### src/rtl/reg_dual_wr_arbiter.sv
// reg_dual_wr_arbiter
// Write-side scheduler for a dual-port 8-bit register that accepts only one
// port write per cycle. Each requester hands a write over a valid/ready
// handshake into its own one-entry holding buffer. One pending buffer is
// issued per cycle: the only pending one, or round-robin when both are
// pending. The register enable and data lines are driven from flops.
//
// Ports:
//   clk           rising-edge clock
//   rst_n         asynchronous active-low reset
//   req_valid_1/2 requester k offers a write
//   req_data_1/2  requester k write data
//   req_ready_1/2 requester k handshake ready (independent of req_valid_k)
//   enable        one-hot write enable: 01 = port 1, 10 = port 2, 00 = idle
//   data_out_1/2  data presented to register port 1/2 (held when not written)
//   conflict_cnt  saturating count of cycles with both buffers pending
module reg_dual_wr_arbiter #(
  parameter int DATA_WIDTH = 8,
  parameter int CNT_WIDTH  = 8
) (
  input  logic                  clk,
  input  logic                  rst_n,
  input  logic                  req_valid_1,
  input  logic [DATA_WIDTH-1:0] req_data_1,
  output logic                  req_ready_1,
  input  logic                  req_valid_2,
  input  logic [DATA_WIDTH-1:0] req_data_2,
  output logic                  req_ready_2,
  output logic [1:0]            enable,
  output logic [DATA_WIDTH-1:0] data_out_1,
  output logic [DATA_WIDTH-1:0] data_out_2,
  output logic [CNT_WIDTH-1:0]  conflict_cnt
);

  function automatic logic [CNT_WIDTH-1:0] sat_inc(input logic [CNT_WIDTH-1:0] v);
    return (&v) ? v : v + 1'b1;
  endfunction

  logic                  pending_1_p0;
  logic                  pending_2_p0;
  logic [DATA_WIDTH-1:0] buf_1_p0;
  logic [DATA_WIDTH-1:0] buf_2_p0;
  // 1 when port 2 was the most recent grant; reset to 1 so port 1 wins the first tie.
  logic                  last_grant_2;

  logic grant_1;
  logic grant_2;
  logic acc_1;
  logic acc_2;

  always_comb begin
    grant_1     = pending_1_p0 & (~pending_2_p0 | last_grant_2);
    grant_2     = pending_2_p0 & (~pending_1_p0 | ~last_grant_2);
    // A buffer being drained this cycle can take a new write at the same edge.
    req_ready_1 = ~pending_1_p0 | grant_1;
    req_ready_2 = ~pending_2_p0 | grant_2;
    acc_1       = req_valid_1 & req_ready_1;
    acc_2       = req_valid_2 & req_ready_2;
  end

  // Stage p0: holding buffers, one per requester
  always_ff @(posedge clk or negedge rst_n) begin
    if (!rst_n) begin
      pending_1_p0 <= 1'b0;
      pending_2_p0 <= 1'b0;
      buf_1_p0     <= '0;
      buf_2_p0     <= '0;
    end else begin
      if (acc_1) begin
        buf_1_p0     <= req_data_1;
        pending_1_p0 <= 1'b1;
      end else if (grant_1) begin
        pending_1_p0 <= 1'b0;
      end
      if (acc_2) begin
        buf_2_p0     <= req_data_2;
        pending_2_p0 <= 1'b1;
      end else if (grant_2) begin
        pending_2_p0 <= 1'b0;
      end
    end
  end

  // Stage p1: registered issue to the dual register
  always_ff @(posedge clk or negedge rst_n) begin
    if (!rst_n) begin
      enable       <= 2'b00;
      data_out_1   <= '0;
      data_out_2   <= '0;
      last_grant_2 <= 1'b1;
      conflict_cnt <= '0;
    end else begin
      enable <= {grant_2, grant_1};
      if (grant_1) begin
        data_out_1   <= buf_1_p0;
        last_grant_2 <= 1'b0;
      end
      if (grant_2) begin
        data_out_2   <= buf_2_p0;
        last_grant_2 <= 1'b1;
      end
      if (pending_1_p0 && pending_2_p0) begin
        conflict_cnt <= sat_inc(conflict_cnt);
      end
    end
  end

endmodule

### config.mk
export PLATFORM = sky130hd
export DESIGN_NAME = reg_dual_wr_arbiter
export DESIGN_NICKNAME = d
export VERILOG_FILES = /design/src/rtl/reg_dual_wr_arbiter.sv
export SDC_FILE = /design/constraint.sdc
export NUM_CORES = 1
export LEC_CHECK = 0
export CAP_MARGIN = 20
export CORE_AREA = 8 8 74 76
export DETAILED_ROUTE_END_ITERATION = 6
export DIE_AREA = 0 0 82 84
export GPL_TIMING_DRIVEN = 0
export HOLD_SLACK_MARGIN = 0.03
export PLACE_DENSITY_LB_ADDON = 0.05
export SLEW_MARGIN = 20
export SYNTH_ARGS = -nofsm -noshare
export SYNTH_HDL_FRONTEND = slang
export SYNTH_SLANG_ARGS = --single-unit
### constraint.sdc
create_clock -name clk -period 1.25 [get_ports clk]
set_clock_uncertainty 0.1 [all_clocks]
set_input_delay 0.25 -clock clk [delete_from_list [all_inputs] [get_ports clk]]
set_output_delay 0.25 -clock clk [all_outputs]
set_load 0.005 [all_outputs]
==> results.yml <==
setup_path:
  worst_setup_path_start_kind: "flip-flop"
  path_max_fanout: 3
  reg2reg_from: "last_grant_2"
  worstRegToRegCells: 4
  required_ns: 0.90
  r2r_slack_ns: -0.22
  arrival_ns: 1.13
  critPathKind: "reg -> out"
  critPathCaptureType: "primary output"
  r2r_end: "buf_2_p0[2]"
timing:
  setup_viol: 46
  tightest_slew_ns: 0.303
  setup_ws_ns: -0.229
  rsz0062_at_grt: "true"
  fin_setup_tns_ns: -7.73
  hold_viol: 0
  fmax_mhz: 676
  slew_headroom_pct: 79.8
  fin_crit_sh_pct: 118
  slew_viol_final: 0
  post-route-min-period_ns: 1.48
clock_network:
  cts_tree: "built"
  cts_buffers: 5
  cts_root_buffer: "clkbuf_8"
  clock-sinks: 45
  clk_path_buf_depth: 2
  clk_latency_ns: 0.30
  clkSlewWorstSetupHoldPaths_ns: 0.09
  cts_max_level: 2
logic_synthesis:
  synthTopCellsByArea: "dfrtp_1 63%, mux2_2 21%, xnor2_1 2.0%"
  ys_types: 21
  synth_edf_count: 0
  synth_cells: 115
  synthArstFlopShare_pct: 100
  ys_warn_count: 0
  synth.top_cells.by_count: "44 x dfrtp_1, 33 x mux2_2, 4 x a31oi_1, 4 x nand3_1, 4 x xnor2_1"
  ys_ff_latch: 45
  synth_flop_cell: "dfrtp_1"
  avgSynthCellArea_um2: 15.3
  syn_area_um2: 1760
  synth.top_cell.area_share_pct: 62.5
  yosysMostFrequentCell: "dfrtp_1"
  synth.largest_area_cell: "dfrtp_1"
  synth_fp_nets: 136
  ys_seq_area_share_pct: 64.0
placement:
  finalWeightedCongestion: 0.632
  io_buffers: 47
  post-place-ws_ns: -0.369
  post-dp-hpwl_um: 2680
  placedCellCount: 215
final_layout:
  fill_cells: 302
  seq_area_um2: 1130
  drive_gt1_share_pct: 64.5
  num-nets-final: 231
  syn2layout_area_growth_pct: 68.0
  antenna_cells: 0
  multi_input_area_um2: 882
  layoutNonFillerInstCount: 263
power:
  pwr_density_cell_nw_per_um2: 2220
  p_leak_uw: 0.00135
  ir_drop_v: 0.000936
min_path:
  hp-class: "in -> async"
floorplan:
  die_area_um2: 6890
  fp-row-count: 24
  start_util_pct: 41.3
  die_w_um: 82
  io_pins: 48
  core_um2: 4260
  dieHeight_um: 84
drt:
  drcViolationCount: 0
  ant_nets: 0
  avgRoutedWirePerCell_um: 16.5
  dr.pass1.iters: 2
  vias: 1260
  routed_wl_um: 4340
  vias_per_cell: 4.79
  drt_iter0_drc: 35
global_routing:
  grt_usage_pct: 13.3
  overflow: 0
  grt_max_degree: 35
  antenna_found_initial: 0
  grt_pass1_vias: 1429
  grt_pass1_wl_um: 7130
outcome:
  status: "finished, violations left"
  violations: "negative setup slack"
run:
  cap_viol_max_count: 0
==> kinds of logic after synthesis <==
family                     count (synthesis)  share of synthesized area [%]
adders and majority gates                  1                          0.710
and+or+nand+nor                           17                           5.97
DFF                                       45                           64.0
buffers and inverters                      4                           1.07
muxes                                     33                           21.1
xor gates and xnor gates                   4                           1.99
AOI/OAI and AO/OA                         11                           5.18
==> layer usage <==
metal	part of all wire, %	global-route usage [%]	vias to the layer above
met5	0	0	-
met3	7.9	5.93	5
met1	41	15.3	622
met2	50	21.8	35
li1	-	-	598
met4	1.2	3.19	0
==> placed cells by master, fill, tap and decap left out, types with 3 or more instances in the layout <==
master,netlist,routed
mux2_2,33,15
xnor2_1,4,3
clkdlybuf4s50_1,0,18
a31oi_1,4,4
buf_6,0,23
nand2_8,0,6
buf_4,1,21
nand3_4,1,4
mux2_4,0,18
clkbuf_2,0,13
dfrtp_1,44,42
buf_2,0,9
clkbuf_8,0,7
==> sequential cells by signal, summed over array words and instances, names as in the netlist <==
register	flops
last_grant_2	1
data_out_2	8
pending_1_p0	1
conflict_cnt	8
enable	2
buf_2_p0	8
pending_2_p0	1
buf_1_p0	8
data_out_1	8
==> report_power, final <==
| group | switching, µW | internal [µW] |
|---|---|---|
| Clock | 485 | 500 |
| Combinational | 1250 | 1980 |
| Sequential | 318 | 2030 |
| Total | 2050 | 4510 |
==> worst max path at each step <==
| stage | from | slack, ns | cells past startpoint | end |
|---|---|---|---|---|
| 2_1_floorplan | conflict_cnt[3] | -0.15 | 4 | conflict_cnt[1] |
| 3_3_place_gp | rst_n | -1.43 | 1 | pending_2_p0 |
| 3_5_place_dp | last_grant_2 | -0.37 | 3 | req_ready_1 |
| 4_1_cts | last_grant_2 | -0.23 | 3 | req_ready_1 |
| 5_1_grt | conflict_cnt[5] | -0.27 | 5 | conflict_cnt[1] |
| 6_report | last_grant_2 | -0.23 | 2 | req_ready_2 |
==> worst max-delay path, stage by stage (launching register included) <==
cell and delay, ns:
dfstp_2 0.60, nand3_4 0.10, buf_6 0.13
==> per-stage QoR <==
step	area, µm²	utilization, %	total power, µW	hold slack, ns
global route	2960	69.4	6950	0.295
finish	2960	69.4	6560	0.267
global placement	2430	57.0	4620	0.383
CTS	2920	68.4	6440	0.266
floorplan	1890	-	3540	-0.146
detailed placement	2440	57.3	4720	0.0536
==> timing repair <==
| item | 4_1_cts | 5_1_grt |
|---|---|---|
| pin swaps | 12 | 10 |
| hold buffers | 1 | 0 |
| setup buffers | 35 | 7 |
| resized for setup | 112 | 32 |
| hold endpoints to repair | 11 | 0 |
| cloned | 0 | 1 |
| setup endpoints to repair | 67 | 60 |
==> layout make-up <==
type | instances | share of cell area (%)
clock buffers | 7 | 3.26
repair buffers | 87 | 25.5
inverters | 3 | 0.465
multi-input cells | 67 | 29.8
plain buffers | 1 | 0.381
flip-flops and latches | 45 | 38.2
clock inverters | 1 | 0.169
well taps | 52 | 2.20
Note: power is estimated with default switching activity, not from simulation.
